==> src/rtl/post_neuron_updater.sv <==
`default_nettype none
// ============================================================================
//  Module      : post_neuron_updater
//  Description : Read-modify-write sequencer for the post-neuron state SRAM.
//                Integrates signed synaptic events into membrane potentials
//                and, on a timestep-end request, sweeps every neuron to emit
//                spikes, reset fired membranes and bump a saturating counter.
//                Optional build macro POST_NEURON_LEAK_EN enables a
//                shift-based leak on non-spiking neurons during the sweep.
//  Revision    : 1.0 - initial release
// ============================================================================
module post_neuron_updater #(
    parameter int ADDR_WIDTH   = 8,
    parameter int DATA_WIDTH   = 32,
    parameter int N_NEURON     = 256,
    parameter int MEM_WIDTH    = 16,
    parameter int CNT_WIDTH    = 8,
    parameter int WEIGHT_WIDTH = 8,
    parameter int LEAK_SHIFT   = 4
) (
    input  logic                    CK,
    input  logic                    RST,
    input  logic                    evt_valid,
    output logic                    evt_ready,
    input  logic [ADDR_WIDTH-1:0]   evt_addr,
    input  logic [WEIGHT_WIDTH-1:0] evt_weight,
    input  logic                    tstep_start,
    input  logic [MEM_WIDTH-1:0]    threshold,
    output logic                    busy,
    output logic                    sweep_done,
    output logic                    spike_valid,
    input  logic                    spike_ready,
    output logic [ADDR_WIDTH-1:0]   spike_addr,
    output logic                    sram_cs,
    output logic                    sram_we,
    output logic [ADDR_WIDTH-1:0]   sram_a,
    output logic [DATA_WIDTH-1:0]   sram_d,
    input  logic [DATA_WIDTH-1:0]   sram_q
);

    typedef enum logic [2:0] {
        S_IDLE    = 3'd0,
        S_EV_RD   = 3'd1,
        S_EV_WR   = 3'd2,
        S_SW_RD   = 3'd3,
        S_SW_EVAL = 3'd4,
        S_SW_SPK  = 3'd5,
        S_SW_WR   = 3'd6,
        S_SW_DONE = 3'd7
    } state_t;

    localparam logic [MEM_WIDTH-1:0]  c_mem_max   = {1'b0, {(MEM_WIDTH-1){1'b1}}};
    localparam logic [MEM_WIDTH-1:0]  c_mem_min   = {1'b1, {(MEM_WIDTH-1){1'b0}}};
    localparam logic [CNT_WIDTH-1:0]  c_cnt_max   = {CNT_WIDTH{1'b1}};
    localparam logic [ADDR_WIDTH-1:0] c_last_addr = ADDR_WIDTH'(N_NEURON - 1);

`ifdef POST_NEURON_LEAK_EN
    localparam bit c_leak_en = 1'b1;
`else
    localparam bit c_leak_en = 1'b0;
`endif

    state_t                          r_state;
    logic [ADDR_WIDTH-1:0]           r_ev_addr;
    logic [WEIGHT_WIDTH-1:0]         r_ev_weight;
    logic [ADDR_WIDTH-1:0]           r_sw_addr;
    logic [DATA_WIDTH-1:0]           r_word;
    logic                            r_spiked;
    logic                            r_spike_valid;
    logic [ADDR_WIDTH-1:0]           r_spike_addr;
    logic                            r_sweep_done;

    logic signed [MEM_WIDTH-1:0]     w_q_mem;
    logic signed [MEM_WIDTH:0]       w_ev_sum;
    logic [MEM_WIDTH-1:0]            w_ev_mem;
    logic [DATA_WIDTH-1:0]           w_ev_word;
    logic signed [MEM_WIDTH-1:0]     w_sw_mem;
    logic [CNT_WIDTH-1:0]            w_sw_cnt;
    logic signed [MEM_WIDTH-1:0]     w_leak_mem;
    logic [DATA_WIDTH-1:0]           w_sw_word;

    assign w_q_mem  = sram_q[MEM_WIDTH-1:0];
    assign w_sw_mem = r_word[MEM_WIDTH-1:0];
    assign w_sw_cnt = r_word[MEM_WIDTH+CNT_WIDTH-1:MEM_WIDTH];

    // Event integrate: widen by one bit, add the sign-extended weight and clamp on overflow
    always_comb begin
        w_ev_sum = {w_q_mem[MEM_WIDTH-1], w_q_mem}
                 + {{(MEM_WIDTH+1-WEIGHT_WIDTH){r_ev_weight[WEIGHT_WIDTH-1]}}, r_ev_weight};
        if (w_ev_sum[MEM_WIDTH] != w_ev_sum[MEM_WIDTH-1]) begin
            w_ev_mem = w_ev_sum[MEM_WIDTH] ? c_mem_min : c_mem_max;
        end else begin
            w_ev_mem = w_ev_sum[MEM_WIDTH-1:0];
        end
        w_ev_word = sram_q;
        w_ev_word[MEM_WIDTH-1:0] = w_ev_mem;
    end

    // Sweep write-back word: fire resets membrane and bumps counter, otherwise hold (or leak)
    always_comb begin
        w_leak_mem = w_sw_mem - (w_sw_mem >>> LEAK_SHIFT);
        w_sw_word  = r_word;
        if (r_spiked) begin
            w_sw_word[MEM_WIDTH-1:0] = '0;
            w_sw_word[MEM_WIDTH+CNT_WIDTH-1:MEM_WIDTH] =
                (w_sw_cnt == c_cnt_max) ? w_sw_cnt : w_sw_cnt + CNT_WIDTH'(1);
        end else if (c_leak_en) begin
            w_sw_word[MEM_WIDTH-1:0] = w_leak_mem;
        end
    end

    // SRAM strobes decoded from state; reset gates them so an aborted op issues nothing
    always_comb begin
        sram_cs = 1'b0;
        sram_we = 1'b0;
        sram_a  = '0;
        sram_d  = '0;
        if (!RST) begin
            case (r_state)
                S_EV_RD: begin
                    sram_cs = 1'b1;
                    sram_a  = r_ev_addr;
                end
                S_EV_WR: begin
                    sram_cs = 1'b1;
                    sram_we = 1'b1;
                    sram_a  = r_ev_addr;
                    sram_d  = w_ev_word;
                end
                S_SW_RD: begin
                    sram_cs = 1'b1;
                    sram_a  = r_sw_addr;
                end
                S_SW_WR: begin
                    sram_cs = 1'b1;
                    sram_we = 1'b1;
                    sram_a  = r_sw_addr;
                    sram_d  = w_sw_word;
                end
                default: begin
                end
            endcase
        end
    end

    assign evt_ready   = (r_state == S_IDLE) && !tstep_start && !RST;
    assign busy        = (r_state != S_IDLE);
    assign sweep_done  = r_sweep_done;
    assign spike_valid = r_spike_valid;
    assign spike_addr  = r_spike_addr;

    // Main sequencer: event RMW and timestep sweep with spike handshake
    always_ff @(posedge CK) begin
        if (RST) begin
            r_state       <= S_IDLE;
            r_ev_addr     <= '0;
            r_ev_weight   <= '0;
            r_sw_addr     <= '0;
            r_word        <= '0;
            r_spiked      <= 1'b0;
            r_spike_valid <= 1'b0;
            r_spike_addr  <= '0;
            r_sweep_done  <= 1'b0;
        end else begin
            r_sweep_done <= 1'b0;
            case (r_state)
                S_IDLE: begin
                    if (tstep_start) begin
                        r_sw_addr <= '0;
                        r_state   <= S_SW_RD;
                    end else if (evt_valid) begin
                        r_ev_addr   <= evt_addr;
                        r_ev_weight <= evt_weight;
                        r_state     <= S_EV_RD;
                    end
                end
                S_EV_RD: begin
                    r_state <= S_EV_WR;
                end
                S_EV_WR: begin
                    r_state <= S_IDLE;
                end
                S_SW_RD: begin
                    r_state <= S_SW_EVAL;
                end
                S_SW_EVAL: begin
                    r_word <= sram_q;
                    if (w_q_mem >= $signed(threshold)) begin
                        r_spiked      <= 1'b1;
                        r_spike_valid <= 1'b1;
                        r_spike_addr  <= r_sw_addr;
                        r_state       <= S_SW_SPK;
                    end else begin
                        r_spiked <= 1'b0;
                        r_state  <= S_SW_WR;
                    end
                end
                S_SW_SPK: begin
                    if (spike_ready) begin
                        r_spike_valid <= 1'b0;
                        r_state       <= S_SW_WR;
                    end
                end
                S_SW_WR: begin
                    if (r_sw_addr == c_last_addr) begin
                        r_sweep_done <= 1'b1;
                        r_state      <= S_SW_DONE;
                    end else begin
                        r_sw_addr <= r_sw_addr + ADDR_WIDTH'(1);
                        r_state   <= S_SW_RD;
                    end
                end
                S_SW_DONE: begin
                    r_state <= S_IDLE;
                end
                default: begin
                    r_state <= S_IDLE;
                end
            endcase
        end
    end

endmodule
`default_nettype wire

==> config.mk <==
export PLATFORM = sky130hd
export DESIGN_NAME = post_neuron_updater
export DESIGN_NICKNAME = d
export VERILOG_FILES = /design/src/rtl/post_neuron_updater.sv
export SDC_FILE = /design/constraint.sdc
export NUM_CORES = 1
export LEC_CHECK = 0
export BUFFER_PORTS_ARGS = -buffer_cell sky130_fd_sc_hd__buf_2
export CAP_MARGIN = 20
export CORE_AREA = 10 10 128 130
export CTS_BUF_LIST = sky130_fd_sc_hd__clkbuf_8
export CTS_CLUSTER_DIAMETER = 40
export DETAILED_ROUTE_END_ITERATION = 10
export DIE_AREA = 0 0 138 140
export GPL_ROUTABILITY_DRIVEN = 0
export GPL_TIMING_DRIVEN = 0
export PLACE_DENSITY_LB_ADDON = 0.1
export SLEW_MARGIN = 10
export SYNTH_ARGS = -nofsm -noshare
export SYNTH_HDL_FRONTEND = slang
export SYNTH_SLANG_ARGS = --single-unit
==> constraint.sdc <==
create_clock -name CK -period 4.85 [get_ports CK]
set_input_delay 0.97 -clock CK [delete_from_list [all_inputs] [get_ports CK]]
set_output_delay 0.97 -clock CK [all_outputs]
set_load 0.02 [all_outputs]
* After elaboration in Yosys (flattened, before gate mapping)
Cells that the tools add are included.
** Storage, ports and cells
- Bits of input ports :: 69
- Output and inout port bits :: 54
- Flip-flop bits (word level) :: 70
- Logic and storage cells :: 75
** Cells by class
- Magnitude comparators :: 1
- Bitwise logic cells :: 2
- Muxes and demuxes :: 26
- Equality and inequality tests :: 15
- $add $sub $neg :: 3
- Reduce and logical (&&, ||, !) cells :: 19
** Operator list (number)
- $pmux 32 s2 :: 1
- $mux 16 :: 2
- $mux 32 :: 1
- $mux 8 :: 4
- $pmux 8 s2 :: 2
- $mux 24 :: 1
- $pmux 3 s7 :: 1
- $add 16x8->17 :: 1
- $add 8x1->8 const B :: 2
- $eq 8x8->1 const B :: 2
- $ge 16x16->1 :: 1
- $eq 3x3->1 const B :: 4
- $mux 3 :: 4
- $reduce_or 2->1 :: 5
- $reduce_and 3->1 :: 3
- $mux 1 :: 8
- $ne 2x2->1 const B :: 4
- $eq 3x2->1 const B :: 2
- $reduce_and 2->1 :: 2
- $reduce_bool 2->1 :: 2
- $reduce_or 4->1 :: 1
- $eq 3x1->1 const B :: 1
- $logic_not 3->1 :: 1
- $ne 3x3->1 const B :: 1
- 7 further kinds :: 10

* Longest topological paths before layout
- Word-level depth :: 5
- Gate-level depth with buffers :: 14
- Depth with buffers taken out :: 13

* Least setup slack after synthesis
Ideal clock, no wire load.
- Path kind :: input -> output
- From :: input port sram_q[2]
- To :: output port sram_d[14]
- Stages on the path :: 13
- Setup slack :: -0.125 ns
- Required time :: 3.880 ns
- Data arrival time :: 4.005 ns
- Path buffers :: 0
- Path through :: ha_1 a21oi_1 a32oi_1 a31oi_1 o31ai_4 nor3_1 o21ai_2 xnor2_1 ha_1 or4b_2 a21o_1 o211ai_1 a22o_1
** On the way
- Word-level cells in the longest chain between the ends :: 5
- Elaborated cells between the ends (all ways) :: 6
- Those cells by class :: 1 x add/sub; 1 x eq/ne; 4 x mux
** RTL lines
- start, declared :: RTL line 38 : input logic [DATA_WIDTH-1:0] sram_q
- $add 16x8->17 (*) :: RTL line 89 : + {{(MEM_WIDTH+1-WEIGHT_WIDTH){r_ev_weight[WEIGHT_WIDTH-1]}}, r_ev_weight};
- $mux 16 or $ne 1x1->1 (tied branches) :: RTL line 91, 90
- $mux 16 (*) :: RTL line 90 : if (w_ev_sum[MEM_WIDTH] != w_ev_sum[MEM_WIDTH-1]) begin
- $pmux 32 s2 (*) :: RTL line 119 : case (r_state)
- $mux 32 (*) :: RTL line 118 : if (!RST) begin
- end, declared :: RTL line 37 : output logic [DATA_WIDTH-1:0] sram_d,
Mark *: on every way between the ends. The rest lies on a longest branch, timed or not.

* Final worst setup path
Same ends and word-level chain as after synthesis.

==> metrics.md <==
| Metric | Value |
|---|---|
| Total Wirelength | `about 16,000 µm` |
| Antenna Cells | `0` |
| Fin area | `6250 µm²` |
| Switching power | `554 µW` |
| Warnings, synthesis | `0` |
| Synth async-reset ratio | `0%` |
| Fmax | `between 0.2 and 0.25 GHz` |
| # IOs | `about 120` |
| Layout area overhead | `32.4%` |
| Peak supply drop | `approximately 0.15 mV` |
| Layout cells sized above 1 | `around a quarter` |
| Final setup fails | `0` |
| Max cap viols | `0` |
| Switching portion of total power | `31.3%` |
| Total track usage | `around 16%` |
| Initial antenna violation count | `0` |
| Clock Path Buffers | `2` |
| Final Hold Fails | `0` |
| Hold Crit Class | `register to register` |
| Int Pwr | `between 1000 and 1500 µW` |
| Final worst path period need | `4.82 ns` |
| Worst-Skew Late Latency | `between 0.3 and 0.4 ns` |
| Clock power share | `37.1%` |
| Avg Inst Size Synth | `around 7.3 µm²` |
| # clock sinks | `70` |
| Flops & latches, synth | `70` |
| Site Rows | `between 40 and 50` |
| H-Tree Depth | `3` |
| Largest net degree at the start of global routing | `13` |
| DR pass1 iterations | `4` |
| Skew final | `around 0.0089 ns` |
| Buf+Inv Stages, Crit Path | `2` |
| CP Launch Type | `primary input` |
| Setup crit end kind | `output port` |
| Sequential power share | `34.8%` |
| Via count | `just under 5,000` |
| Residual DRC | `0` |
| Hold buffer count at cts | `0` |
| CORE AREA | `around 14,000 µm²` |
| Overall power | `about 1800 µW` |
| Final cycle utilization of the critical path | `between 90% and 100%` |
| Crit Path Max Fanout | `3` |
| Worst EP arrival | `about 3.9 ns` |
| Slowest cell delay on critical path | `approximately 0.48 ns` |
| Nets@finish | `just under 900` |
| Status | `completed` |
| Worst path slowest cell | `or4b_4` |
| First-pass GRT wire length | `approximately 26,000 µm` |
| Detailed Route Iter0 Violations | `approximately 260` |
| Grt total ovfl | `0` |
| Commonest cells after routing, fill and taps aside | `nand2_1 (122), buf_2 (112), nor2_1 (76), a21oi_1 (75), dfxtp_1 (70)` |
| Max Slew Vio Count | `0` |
| Synth cell types | `54` |
| Placed cell count | `approximately 950` |
| RSZ-0062 raised after global routing | `yes` |
| CP top delay family | `compound AO/OA/AOI/OAI gates` |
| Headroom to the max-slew limit | `50.0%` |
| Via density | `just over 5` |
| Clock slew at reported path FFs | `roughly 0.070 ns` |
| Post-synth EDFFs | `0` |
| Most common cell after layout, fill and taps aside | `nand2_1` |
| CTS tree | `yes` |
| Count of buffers from port buffering | `about 120` |
| CTS Buf Count | `9` |
| Non-filler instance count after layout | `approximately 970` |
| Die area | `~19,000 µm²` |
| Combinational Power Share | `approximately 28%` |
| Cells after Synth | `between 600 and 700` |
| Register area share after synthesis | `29.7%` |
| Clk Tree Root Cell | `clkbuf_8` |
| Placed Instance Area | `around 5600 µm²` |
| Slew @ Worst Pin | `approximately 0.75 ns` |
| Die H | `roughly 140 µm` |
| Ys flop type | `dfxtp_1` |
| Synthesized Nets | `between 700 and 800` |
| Lkg Pwr | `0.00264 µW` |
| Req. time, crit path | `roughly 3.9 ns` |
| WS Path Type | `primary input to output port` |
| Synth Cell Area | `between 4000 and 5000 µm²` |
| Cells along the critical path | `buf_8, ha_4, a21oi_4, a32oi_4, a31oi_4, o31ai_4, nor3_2, o21ai_2, xnor2_1, ha_2, or4b_4, a21o_1, o211ai_1, a22o_1, buf_6` |
| DRT antenna net count | `0` |
| Vias in the first global route | `just over 5,000` |
| Die width | `between 100 and 150 µm` |
| Power Density | `between 200 and 300 nW/µm²` |
| Final core utilization | `between 40% and 50%` |
| Wire per inst | `between 15 and 20 µm` |
| Initial Utilization | `34.3%` |
| DP Wirelength | `between 10,000 and 15,000 µm` |
## final cells by class
type | count | area (µm²)
sequential | 70 | 1400
timing repair buffer | 131 | 758
clock inverter | 5 | 129
tap | 180 | 225
multi-input combinational | 513 | 3330
buffer | 38 | 163
clock buffer | 11 | 151
fill | 1488 | 7520
inverter | 24 | 90.1
## repair_timing
action	CTS	global route
cloned	0	0
buffers inserted	8	2
hold endpoints to repair	0	0
setup endpoints to repair	15	13
resized for setup	56	14
pin swaps	18	13
## synth_stat cells, types with 2 or more instances
master	n	area [µm²]
a22oi_1	27	203
nand4_1	6	37.5
a21oi_1	86	430
dfxtp_1	70	1400
clkbuf_1	29	109
o21ai_1	4	20.0
a31oi_1	2	12.5
a22o_1	3	26.3
buf_1	2	7.51
o211ai_1	2	15.0
xor2_1	10	87.6
o21a_1	2	15.0
a32oi_1	4	35.0
xnor2_1	12	105
inv_1	24	90.1
mux2_2	4	45.0
a211oi_1	4	30.0
and3_1	3	18.8
o211a_1	2	20.0
a21o_2	2	17.5
and2_1	3	18.8
ha_1	36	450
buf_4	2	15.0
a211o_1	4	35.0
o31ai_4	2	42.5
o21ai_0	13	65.1
o21ai_2	3	26.3
a21o_1	5	37.5
mux2i_1	11	110
o21bai_1	3	22.5
or3_1	3	18.8
nor3_1	14	70.1
nand3_1	14	70.1
o31ai_1	2	15.0
nor2b_1	4	25.0
buf_2	5	25.0
nand2_1	122	458
nand2b_1	8	50.1
nor2_1	78	293
## worst register-to-register path: stages (launching register included)
cell	delay [ns]
dfxtp_1	0.30
clkbuf_1	0.18
or3_1	0.48
nor2_1	0.18
and2_1	0.15
clkbuf_1	0.25
buf_2	0.27
nand2_1	0.08
a21oi_1	0.12
## power groups by stage
| stage | combinational (µW) | sequential, µW | clock [µW] |
|---|---|---|---|
| 2_1_floorplan | 304 | 622 | 0 |
| 3_3_place_gp | 434 | 627 | 0 |
| 3_5_place_dp | 442 | 629 | 0 |
| 4_1_cts | 486 | 616 | 666 |
| 5_1_grt | 554 | 620 | 695 |
| 6_report | 499 | 616 | 657 |
## flip-flops by register name, summed over array words and instances (netlist names)
signal	flops
r_state	3
spike_valid	1
r_word	32
spike_addr	8
r_sw_addr	8
r_spiked	1
sweep_done	1
r_ev_weight	8
r_ev_addr	8
## per-stage QoR
stage	worst slack [ns]	setup TNS (ns)	hold slack, ns
floorplan	0.00689	0	0.436
global placement	-0.510	-4.93	0.443
detailed placement	-0.534	-5.27	0.449
CTS	-0.0970	-0.233	0.462
global route	-0.0804	-0.739	0.485
finish	0.0345	0	0.461
## worst paths after layout
check	start	endpoint	slack, ns	cells after the start
worst max-delay path	sram_q[2]	sram_d[14]	0.03	15
worst min-delay path	r_word[11]	r_word[11]	0.46	2
worst max register to register	r_state[0]	r_ev_addr[1]	2.77	8
worst min register to register	r_word[11]	r_word[11]	0.46	2
## cells by family (layout without fill, tap and decap cells)
group | count (synthesis) | in the layout | synth area share, %
multiplexers | 15 | 15 | 3.29
flip-flops | 70 | 70 | 29.7
XOR/XNOR | 22 | 22 | 4.08
buffers and inverters | 62 | 209 | 5.22
AND/OR/NAND/NOR | 262 | 262 | 23.6
adder cells (fa/ha/maj) | 37 | 37 | 9.97
AO/OA/AOI/OAI | 177 | 177 | 24.2
## layer usage
| layer | GRT usage [%] | up-vias | routed length (µm) |
|---|---|---|---|
| li1 | - | 2530 | - |
| met1 | 20.8 | 2274 | 7580 |
| met2 | 27.3 | 100 | 7750 |
| met3 | 3.58 | 14 | 759 |
| met4 | 3.27 | 0 | 202 |
| met5 | 0 | - | 0 |
(Power assumes the default switching activity.)
